## config.mk

```make
export PLATFORM = sky130hd
export DESIGN_NAME = stall_ctrl
export DESIGN_NICKNAME = d
export VERILOG_FILES = /design/src/rtl/stall_ctrl.sv
export SDC_FILE = /design/constraint.sdc
export NUM_CORES = 1
export LEC_CHECK = 0
export CORE_AREA = 2 2 39 41
export CTS_BUF_LIST = sky130_fd_sc_hd__clkbuf_8
export DETAILED_ROUTE_END_ITERATION = 8
export DIE_AREA = 0 0 41 43
export PLACE_DENSITY = 0.84
export SKIP_CTS_REPAIR_TIMING = 1
export SLEW_MARGIN = 20
export SYNTH_ARGS = -nofsm -noshare
export SYNTH_HDL_FRONTEND = slang
export SYNTH_SLANG_ARGS = --single-unit
export TNS_END_PERCENT = 5
```

## constraint.sdc

```tcl
create_clock -name clk -period 1.5 [get_ports clk]
set_clock_uncertainty 0.1 [all_clocks]
set_input_delay 0.15 -clock clk [delete_from_list [all_inputs] [get_ports clk]]
set_output_delay 0.15 -clock clk [all_outputs]
set_load 0.005 [all_outputs]
```

## src/rtl/stall_ctrl.sv

```systemverilog
// stall_ctrl: pipeline hazard / stall / flush controller.
//
// Decides per cycle which pipeline stages hold and whether wrong-path
// instructions in IF/ID and ID/EX are discarded. Handles load-use hazards,
// fetch waits, multi-cycle MEM transactions and branch mispredictions.
// A misprediction that arrives during a memory stall is parked and replayed
// as a dedicated flush cycle once the memory stall ends.
//
// Ports:
//   clk, rst           clock, asynchronous active-high reset
//   rdy                global ready; 0 freezes state, pending flag, counters
//   if_stall_req       IF waiting on an instruction fetch
//   id_rs1/id_rs2      ID source registers, with *_use read qualifiers
//   ex_isload/ex_loadrd load in EX and its destination register
//   mem_req/mem_done   MEM multi-cycle transaction start / completion
//   prediction_res     0 = branch mispredicted (resolved in EX)
//   stall[5:0]         per-stage hold (0 PC .. 5 WB), combinational
//   flush              discard IF/ID and ID/EX, combinational
//   busy               controller is not in RUN (registered)
//
// Optional feature: define STALL_PERF_EN to add saturating performance
// counters perf_mem_cyc, perf_lu_cyc, perf_if_cyc (32 b) and perf_flush (16 b).
module stall_ctrl (
    input  logic        clk,
    input  logic        rst,
    input  logic        rdy,
    input  logic        if_stall_req,
    input  logic [4:0]  id_rs1,
    input  logic [4:0]  id_rs2,
    input  logic        id_rs1_use,
    input  logic        id_rs2_use,
    input  logic        ex_isload,
    input  logic [4:0]  ex_loadrd,
    input  logic        mem_req,
    input  logic        mem_done,
    input  logic        prediction_res,
    output logic [5:0]  stall,
    output logic        flush,
`ifdef STALL_PERF_EN
    output logic [31:0] perf_mem_cyc,
    output logic [31:0] perf_lu_cyc,
    output logic [31:0] perf_if_cyc,
    output logic [15:0] perf_flush,
`endif
    output logic        busy
);

    localparam int unsigned STALL_W = 6;

    localparam logic [STALL_W-1:0] STALL_MEM  = 6'b011111;
    localparam logic [STALL_W-1:0] STALL_LU   = 6'b000111;
    localparam logic [STALL_W-1:0] STALL_IF   = 6'b000011;
    localparam logic [STALL_W-1:0] STALL_NONE = 6'b000000;

    typedef enum logic [1:0] {
        S_RUN        = 2'd0,
        S_MEM_WAIT   = 2'd1,
        S_FLUSH_PEND = 2'd2
    } state_t;

    state_t state, state_nxt;
    logic   pending, pending_nxt;
    logic   mispredict;
    logic   hazard;
    logic   mem_active;
    logic   pend_any;

    // Hazard and memory-stall decode; x0 never hazards.
    always_comb begin
        mispredict = ~prediction_res;
        hazard     = ex_isload && (ex_loadrd != 5'd0) &&
                     ((id_rs1_use && (id_rs1 == ex_loadrd)) ||
                      (id_rs2_use && (id_rs2 == ex_loadrd)));
        mem_active = (state == S_MEM_WAIT) || ((state == S_RUN) && mem_req);
        pend_any   = pending || mispredict;
    end

    // Stall/flush priority; FLUSH_PEND owns its cycle and ignores new requests.
    always_comb begin
        stall = STALL_NONE;
        flush = 1'b0;
        if (!rst) begin
            if (state == S_FLUSH_PEND) begin
                flush = 1'b1;
            end else if (mem_active) begin
                stall = STALL_MEM;
            end else if (mispredict) begin
                flush = 1'b1;
            end else if (hazard) begin
                stall = STALL_LU;
            end else if (if_stall_req) begin
                stall = STALL_IF;
            end
        end
    end

    // Next state; a misprediction seen during a memory stall is replayed afterwards.
    always_comb begin
        state_nxt   = state;
        pending_nxt = pending;
        case (state)
            S_RUN: begin
                if (mem_req) begin
                    if (!mem_done) begin
                        state_nxt   = S_MEM_WAIT;
                        pending_nxt = pend_any;
                    end else if (pend_any) begin
                        state_nxt   = S_FLUSH_PEND;
                        pending_nxt = 1'b0;
                    end
                end
            end
            S_MEM_WAIT: begin
                if (mem_done) begin
                    state_nxt   = pend_any ? S_FLUSH_PEND : S_RUN;
                    pending_nxt = 1'b0;
                end else begin
                    pending_nxt = pend_any;
                end
            end
            S_FLUSH_PEND: begin
                state_nxt   = S_RUN;
                pending_nxt = 1'b0;
            end
            default: begin
                state_nxt   = S_RUN;
                pending_nxt = 1'b0;
            end
        endcase
    end

    // State register; rdy=0 freezes everything.
    always_ff @(posedge clk or posedge rst) begin
        if (rst) begin
            state   <= S_RUN;
            pending <= 1'b0;
            busy    <= 1'b0;
        end else if (rdy) begin
            state   <= state_nxt;
            pending <= pending_nxt;
            busy    <= (state_nxt != S_RUN);
        end
    end

`ifdef STALL_PERF_EN
    // Each stall code is unique to its cause, so the code itself identifies it.
    always_ff @(posedge clk or posedge rst) begin
        if (rst) begin
            perf_mem_cyc <= '0;
            perf_lu_cyc  <= '0;
            perf_if_cyc  <= '0;
            perf_flush   <= '0;
        end else if (rdy) begin
            if ((stall == STALL_MEM) && (perf_mem_cyc != '1))
                perf_mem_cyc <= perf_mem_cyc + 32'(1);
            if ((stall == STALL_LU) && (perf_lu_cyc != '1))
                perf_lu_cyc <= perf_lu_cyc + 32'(1);
            if ((stall == STALL_IF) && (perf_if_cyc != '1))
                perf_if_cyc <= perf_if_cyc + 32'(1);
            if (flush && (perf_flush != '1))
                perf_flush <= perf_flush + 16'(1);
        end
    end
`endif

endmodule
```

==> results.md, run 1 <==
Status:
- The run finished, with violations left.
- The checks that failed: setup timing.

Final layout:
- The final instance count without filler cells is 108.
- The final-stage net count is 119.
- Counting the fill cells in the layout gives between 100 and 150.
- The signed area change from the synthesized netlist to the final layout is 120%.
- The fraction of layout instances using a drive strength above 1 is 31.5%.
- The repair_antennas step left the layout with diodes totalling 0.
- The library cells used most frequently in the layout, excluding fill and tap cells, are 14 x dlymetal6s2s_1, 13 x buf_4, 12 x clkdlybuf4s50_1.
- The most frequent standard cell in the layout excluding fill and tap cells is dlymetal6s2s_1.

Floorplan:
- The core outline area is ~0.0014 sq mm.
- The overall die area is between 0.0015 and 0.002 sq mm.
- Measured along the x axis, the die boundary spans around 40 microns.
- The floorplan has 14 rows.
- In this run the count of I/O pins placed on the die edge is 33.
- The overall die height is 43 microns.
- The initial core utilization is 29.3%.

Synth:
- The Yosys step of the flow raised 0 warnings.
- The number of distinct standard cells referenced by the synthesized netlist is 24.
- The summed instance area of the synthesized netlist is between 400 and 500 sq um.
- The average instance in the mapped netlist occupies between 8 and 9 sq um.
- The largest family of logic cells by synthesized area is XOR/XNOR gates.
- The complex-gate fraction of the synthesized area is 20.4%.
- The share of the synthesized netlist area taken by xor and xnor gates is 21.6%.
- The number of nets produced by synthesis is 74.
- After Yosys synthesis, full adders, half adders and majority gates account for 0% of the synthesized area.
- After Yosys synthesis, and, or, nand and nor cells account for a little under a fifth of the synthesized area.
- In the synthesized netlist, mux cells make up under 10% of the area.
- The synthesized design contains 4 register bits.
- The number of instances in the synthesized netlist is 49.
- Sequential elements use between 20% and 30% of the synthesized area.

Routing:
- Dividing the detail-routed via count by the number of cells gives roughly 4.7.
- The first routing iteration left 8 violations.
- The detail route stage leaves a number of antenna-violating nets equal to 0.
- After detailed routing, the average wire length per cell comes to ~13 microns.
- In the routed design, unresolved DRC markers number 0.
- Detailed routing placed a total of roughly 51 microns of wire on met3.
- The wire length on met2 is between 700 and 800 microns.
- For this block, the via count after detailed routing is about 510.
- The top routing layer in use is met3.
- For this block, wires on met1 add up to roughly 530 microns.
- The total wirelength of the detailed-routed design is roughly 1.4 mm.
- The pre-antenna-repair detailed-routing pass consisted of 3 iterations.

Setup path:
- For this design, the slowest cell found on the critical path is a211o_1.
- The critical path buffer and inverter count is 2.
- The class of the most critical setup path is in -> out.
- Traced cell by cell, the critical path runs through dlymetal6s2s_1, xor2_1, nor4_2, nand3_1, a211o_1, o221ai_2, buf_2.
- The worst setup path is captured at an output pin.
- The kind of launch point of the worst setup path is an input pin.
- The delay of the slowest cell on the worst path is 0.33 ns.
- In this run the worst path has a maximum fanout of 2.
- The arrival time of the worst setup path is roughly 1.4 ns.
- The gate family responsible for the most delay along the worst path is simple AND/OR/NAND/NOR gates.
- The critical path required time is roughly 1.3 ns.

Power:
- The analysis attributes to cell leakage a power of a little over 0.5 nW.
- The highest ir drop seen on vdd is slightly below 0.5 mV.
- The power density over the cells is 714 mW/mm^2.

Worst hold path:
- The classification of the worst-slack hold path is in -> async.

Clock tree:
- The CTS tree is done.
- The clock latency on the worst-skew pair is around 0.21 ns.
- The total clock sinks is 4.
- The number of levels the H-tree was split into is 1.
- No sink is reached through more buffers than the 2 on the longest clock path.
- The total clock buffers created by CTS is 3.
- After clock tree synthesis, the clock-pin slew on the worst setup and hold paths is 0.03 ns.
- The clock tree root driver cell is clkbuf_8.

Placed design:
- Buffers placed on the I/O ports in this run total 31.
- The final estimated routing congestion in global placement is between 0.7 and 0.8.
- The count of placed standard cells including taps is approximately 100.

STA:
- Summed over all failing endpoints, the final setup total negative slack is -0.561 ns.
- Setup repair after global routing could not meet its margin everywhere.
- The final worst-path setup slack is -0.180 ns.
- The number of pins exceeding their max-slew limit in the final report is 0.
- Setup violations remaining at the end of the flow were counted as 4.
- The number of endpoints with negative hold slack in the final report is 0.
- The share of the clock period used by the worst path is 112%.
- Counting I/O delays and the setup requirement, the final critical path takes around 1.7 ns.
- The achievable clock frequency is about 0.6 GHz.

Global routing:
- Entering global routing, the biggest net connects 6 pins.
- The initial antenna violation count is 0.
- The overflow left after global routing is 0.
- The global-route total usage across every layer is 15.8%.
- The first global-routing pass estimated approximately 1.9 mm of wire.
- The number of global-route vias before repair is approximately 500.

Run:
- The tool flagged a number of max-cap violations equal to 0.
[metrics by stage]
step           util (%)  cell area [sq um]  hold WS, ns  total power [mW]  setup slack (ns)
2_1_floorplan         -                405       -0.176             0.246            0.0565
3_3_place_gp       57.5                796        0.361             0.413            -0.837
3_5_place_dp       57.5                796        0.373             0.421            -0.898
4_1_cts            60.5                837        0.162             0.645            -0.898
5_1_grt            64.6                893        0.169             0.686            -0.290
6_report           64.6                893        0.158             0.638            -0.180
[state kept, by name, indices dropped and copies added (netlist names)]
| signal | flops |
|---|---|
| state | 2 |
| busy | 1 |
| pending | 1 |
[synthesized netlist by cell type]
library cell,instances,area share (%)
a211o_1,1,2.2
a21boi_0,1,1.9
a21oi_1,2,2.5
and2b_1,1,1.9
buf_4,3,5.6
conb_1,1,0.93
dfrtp_1,4,25
inv_1,3,2.8
mux2_2,2,5.6
nand2_1,2,1.9
nand3_1,2,2.5
nor2_1,5,4.6
nor3_1,1,1.2
nor4_1,1,1.5
nor4_2,1,3.1
o211ai_1,1,1.9
o21ai_1,3,3.7
o221ai_1,1,2.2
o22a_1,1,2.2
o31ai_1,1,1.9
o32ai_1,1,2.2
or4_1,1,1.9
xnor2_1,2,4.3
xor2_1,8,17
[worst paths after layout]
check | start | endpoint | slack, ns | depth (start not counted)
worst min register to register | pending$_DFFE_PP0P_ | pending$_DFFE_PP0P_ | 0.38 | 1
max in group asynchronous | rst | pending$_DFFE_PP0P_ | 1.04 | 3
min in group clk | pending$_DFFE_PP0P_ | pending$_DFFE_PP0P_ | 0.38 | 1
worst min-delay path | rst | state[0]$_DFFE_PP0P_ | 0.16 | 3
worst max-delay path | ex_loadrd[3] | stall[0] | -0.18 | 7
worst max register to register | pending$_DFFE_PP0P_ | pending$_DFFE_PP0P_ | 0.10 | 5
[cells by family (layout without fill, tap and decap cells)]
kind of cell	after synthesis	in the layout
AOI/OAI and AO/OA	12	12
other	1	1
DFF	4	4
and+or+nand+nor	14	14
buffers and inverters	6	49
xor gates and xnor gates	10	10
muxes	2	2
[worst register-to-register path: cells and delay by family (launching register included)]
family,cells,cell delay (ns)
flops,1,0.36
simple gates,2,0.29
compound gates,3,0.54
[where the power goes]
group          internal [mW]  switching, mW  leakage [nW]  total [mW]
clock                  0.170         0.0472        0.0216       0.217
sequential             0.131         0.0127        0.0501       0.143
combinational          0.171          0.106         0.435       0.277
[cell type report]
cell class	count	area, sq um	share of cell area (%)
multi-input combinational	39	308	34.5
clock buffer	3	41.3	4.62
tap	16	20.0	2.24
sequential	4	100	11.2
inverter	3	11.3	1.26
timing repair buffer	43	413	46.2
[per-layer routing]
layer	global-route usage [%]	up-vias
met5	0	-
met4	10.7	0
met3	4.19	0
met2	28.1	13
met1	13.8	234
li1	-	259
No activity file was read; power rests on OpenSTA's default activity.
==> inputs of run 2 (changes only) <==
--- a/config.mk
+++ b/config.mk
@@ -7,6 +7,7 @@
 export LEC_CHECK = 0
 export CORE_AREA = 2 2 39 41
 export CTS_BUF_LIST = sky130_fd_sc_hd__clkbuf_8
+export CTS_CLUSTER_SIZE = 24
 export DETAILED_ROUTE_END_ITERATION = 8
 export DIE_AREA = 0 0 41 43
 export PLACE_DENSITY = 0.84
==> constraint.sdc (replaced) <==
create_clock -name clk -period 1.5 [get_ports clk]
set_clock_uncertainty 0.1 [all_clocks]
set_input_delay 0.3 -clock clk [delete_from_list [all_inputs] [get_ports clk]]
set_output_delay 0.3 -clock clk [all_outputs]
set_load 0.005 [all_outputs]
==> run 2 against run 1 <==
- the run still ends with setup timing left
- non-clock buffer count shrank 1
- via count shrank 2.2%
- cell count shrank 0.93%
- routed wire length shrank 11%
- first-iteration DRC count shrank 88%
- clock power grew 2%
- worst hold slack gained 0.13 ns
- register-to-register slack is essentially flat
- sequential power is essentially flat
- combinational power is essentially flat
- total power grew 0.31%
- critical path type unchanged
- critical endpoint is now stall[1]
==> results.md, run 2 (synthesis results as in run 1) <==
Status:
- The flow ran to the end, but the final reports show violations.
- The checks that failed: setup timing.

Routing:
- The average wire per cell in the routed design is 11.3 microns (-10%).
- The total number of vias came to 495 (-2.2%).
- The number of vias per cell was 4.63 (-1.3%).
- The number of design-rule violations left by the first detailed-router iteration was 1 (-7).
- The remaining antenna violation count after routing is 0 (unchanged).
- The remaining routing DRC violations is 0 (unchanged).
- The total wirelength of the detailed-routed design came to 1.21 mm (-11%).
- The first-pass iteration count of the detailed router is 2 (-1).

Placed design:
- The count of placed standard cells including taps is 104 (unchanged).
- The final estimated routing congestion in global placement is 0.714 (-7.1%).
- The post-place instance area is 802 sq um (+0.79%).
- The half-perimeter wire length of the detailed placement result is slightly below 1 mm.
- The total of buffers placed on input and output ports came to 31 (unchanged).

Clock tree:
- The clock tree root driver cell is clkbuf_8.
- The clock transition time at the flip-flop clock pins of the worst setup and hold paths was 0.03 ns (about the same).
- The maximum clock path buffer count is 2 (unchanged).
- The total clock sinks is 4 (unchanged).
- The clock latency on the worst-skew pair is 0.21 ns (about the same).
- The number of levels the H-tree was split into was 1 (unchanged).
- The total clock buffers created by CTS is 3 (unchanged).
- The CTS tree is done.

Setup path:
- STA classifies the critical path startpoint as an input pin.
- The largest fanout on the critical path was 2 (unchanged).
- In this run the critical register-to-register path is launched from state[0]$_DFFE_PP0P_.
- The slowest stage cell on the critical path is a211o_1.
- The cell count of the worst reg-to-reg path is 5 (unchanged).
- The arrival time of the worst setup path is 1.50 ns (+0.07 ns).
- STA classifies the critical path endpoint as an output pin.
- The class of the most critical setup path is in -> out.
- The critical path required time came to 1.10 ns (-0.15 ns).
- The register-to-register setup slack is 0.11 ns (about the same).
- The signal on the critical path passes through buf_6, xor2_2, nor4_2, nand3_1, a211o_1, o221ai_2, buf_2.
- The delay of the slowest cell on the worst path is 0.33 ns (about the same).
- The endpoint identified for the worst register-to-register timing path is busy$_DFFE_PP0P_.

Power:
- The fraction of power spent switching nets is 26.6% (+0.58 points).
- The share of total power in sequential cells is 22.1% (-0.4 points).
- The combinational group share of total power is 43.1% (-0.3 points).
- The power after layout is 0.640 mW (+0.31%).
- The highest ir drop seen on vdd was 0.632 mV (+27%).
- The part of the power in the clock network came to 34.7% (+0.6 points).
- The cell-internal power is 0.470 mW (-0.47%).
- The cell leakage power was 0.479 nW (-5.3%).
- The net switching power figure is 0.170 mW (+2.5%).
- The power density over the cells is 740 mW/mm^2 (+3.6%).

Floorplan:
- The core outline area was 0.00138 sq mm (unchanged).
- The overall die area is 0.00176 sq mm (unchanged).
- The number of primary I/O pins is 33 (unchanged).
- The initial core utilization was 29.3% (unchanged).
- The die outline width is 41 microns (unchanged).
- The standard-cell row count is 14 (unchanged).
- The overall die height is 43 microns (unchanged).

Final layout:
- The area used by sequential logic in the layout is 100 sq um (unchanged).
- The library cell used most frequently in the layout, excluding fill and tap cells, is dlymetal6s2s_1.
- The flip-flop count of the largest register, all copies and words added came to 2 (unchanged).
- The fraction of layout instances using a drive strength above 1 is 36.3% (+4.7 points).
- The largest registers in the layout are state x2, busy x1, pending x1.
- The summed area of non-filler cells in the final layout is 865 sq um (-3.2%).
- The register with the highest flop count is state.
- The post-layout utilization of the core is 62.5% (-2.1 points).
- Compared with the post-synthesis result, the final layout area differs by 113%.
- The final-stage net count came to 118 (-0.84%).
- The number of antenna repair diodes is 0 (unchanged).
- In the layout the commonest cells are 11 x dlymetal6s2s_1, 9 x clkdlybuf4s50_1, 9 x buf_4.
- The filler cell count in the final layout is 116 (+10%).
- The area occupied by multi-input gates is 307 sq um (-0.41%).
- The final instance count without filler cells is 107 (-0.93%).

Global routing:
- The met2 global-route usage is 25.9% (-2.2 points).
- The overflow left after global routing is 0 (unchanged).
- The maximum number of pins on one net before global-route repair is 6 (unchanged).
- The met3 capacity usage during global routing was 3.14% (-1.0 points).
- The global routing stage identified its most utilized layer as met2.
- The global-route total usage across every layer is 15.3% (-0.49 points).
- The number of global-route vias before repair is 475 (-5.8%).
- The met1 track demand over resource is 17.4% (+3.7 points).
- The initial antenna violation count is 0 (unchanged).
- The first-pass GRT wire length is 1.86 mm (-0.69%).

Worst hold path:
- The classification of the worst-slack hold path is in -> async.

STA:
- The number of pins exceeding their max-slew limit in the final report is 0 (unchanged).
- The achievable clock frequency came to 0.527 GHz (-11%).
- The number of endpoints with negative hold slack in the final report is 0 (unchanged).
- The clock period minus final worst setup slack is 1.90 ns (+0.218 ns).
- The final setup violation count is 6 (+2).
- The share of the clock period used by the worst path was 127% (+15 points).
- The final worst-path setup slack is -0.398 ns (-0.218 ns).
- Setup repair after global routing could not meet its margin everywhere.

Run:
- The number of violations of the max-capacitance limit is 0 (unchanged).
[run 2: cell types whose count changed in the layout (fill, tap and decap cells not counted), moves of 3 or more]
cell / previous run / this run
dlymetal6s2s_1: 14 / 11
buf_4: 13 / 9
buf_6: 0 / 4
clkdlybuf4s50_1: 12 / 9
clkbuf_2: 1 / 6
[run 2: final cells by class]
type | count | area share, %
Multi-Input combinational cell | 39 | 35.5
Inverter | 3 | 1.30
Tap cell | 16 | 2.32
Clock buffer | 3 | 4.78
Sequential cell | 4 | 11.6
Timing Repair Buffer | 42 | 44.6
[run 2: worst max-delay path by stage]
| stage | from | end | cells after the start |
|---|---|---|---|
| 3_3_place_gp | ex_loadrd[1] | stall[0] | 7 |
| 4_1_cts | ex_loadrd[1] | stall[1] | 7 |
| 3_5_place_dp | ex_loadrd[1] | stall[1] | 7 |
| 5_1_grt | id_rs2[0] | stall[0] | 7 |
| 6_report | id_rs2[0] | stall[1] | 7 |
| 2_1_floorplan | ex_loadrd[1] | stall[1] | 6 |
[run 2: power by group through the flow]
stage               registers, mW  logic [mW]  clock network, mW
global route                0.145       0.303              0.239
global placement            0.141       0.277                  0
finish                      0.142       0.276              0.222
floorplan                   0.146       0.104                  0
detailed placement          0.142       0.282                  0
CTS                         0.141       0.284              0.230
[run 2: worst max-delay path, delay by kind of cell]
family	cells	cell delay, ns
AOI/OAI and AO/OA	2	0.40
and+or+nand+nor	2	0.39
buffers and inverters	2	0.24
xor gates and xnor gates	1	0.17
[run 2: per-layer routing]
| metal | part of all wire [%] | vias up |
|---|---|---|
| met5 | 0 | - |
| met4 | 0 | 0 |
| met3 | 4.4 | 0 |
| met2 | 54 | 12 |
| met1 | 42 | 228 |
| li1 | - | 255 |
[run 2: stage by stage]
stage / TNS (ns) / hold WS, ns / setup WS (ns)
4_1_cts: -5.40 / 0.288 / -1.20
2_1_floorplan: -0.352 / -0.0256 / -0.206
3_3_place_gp: -5.86 / 0.366 / -1.13
5_1_grt: -1.78 / 0.325 / -0.480
6_report: -1.28 / 0.290 / -0.398
3_5_place_dp: -6.19 / 0.376 / -1.19
==> inputs of run 3 (changes only) <==
--- a/config.mk
+++ b/config.mk
@@ -7,6 +7,7 @@
 export LEC_CHECK = 0
 export CORE_AREA = 2 2 39 41
 export CTS_BUF_LIST = sky130_fd_sc_hd__clkbuf_8
+export CTS_CLUSTER_DIAMETER = 80
 export CTS_CLUSTER_SIZE = 24
 export DETAILED_ROUTE_END_ITERATION = 8
 export DIE_AREA = 0 0 41 43
==> results of run 3 <==
No change in the layout: final DEF, timing and power equal those of run 2.
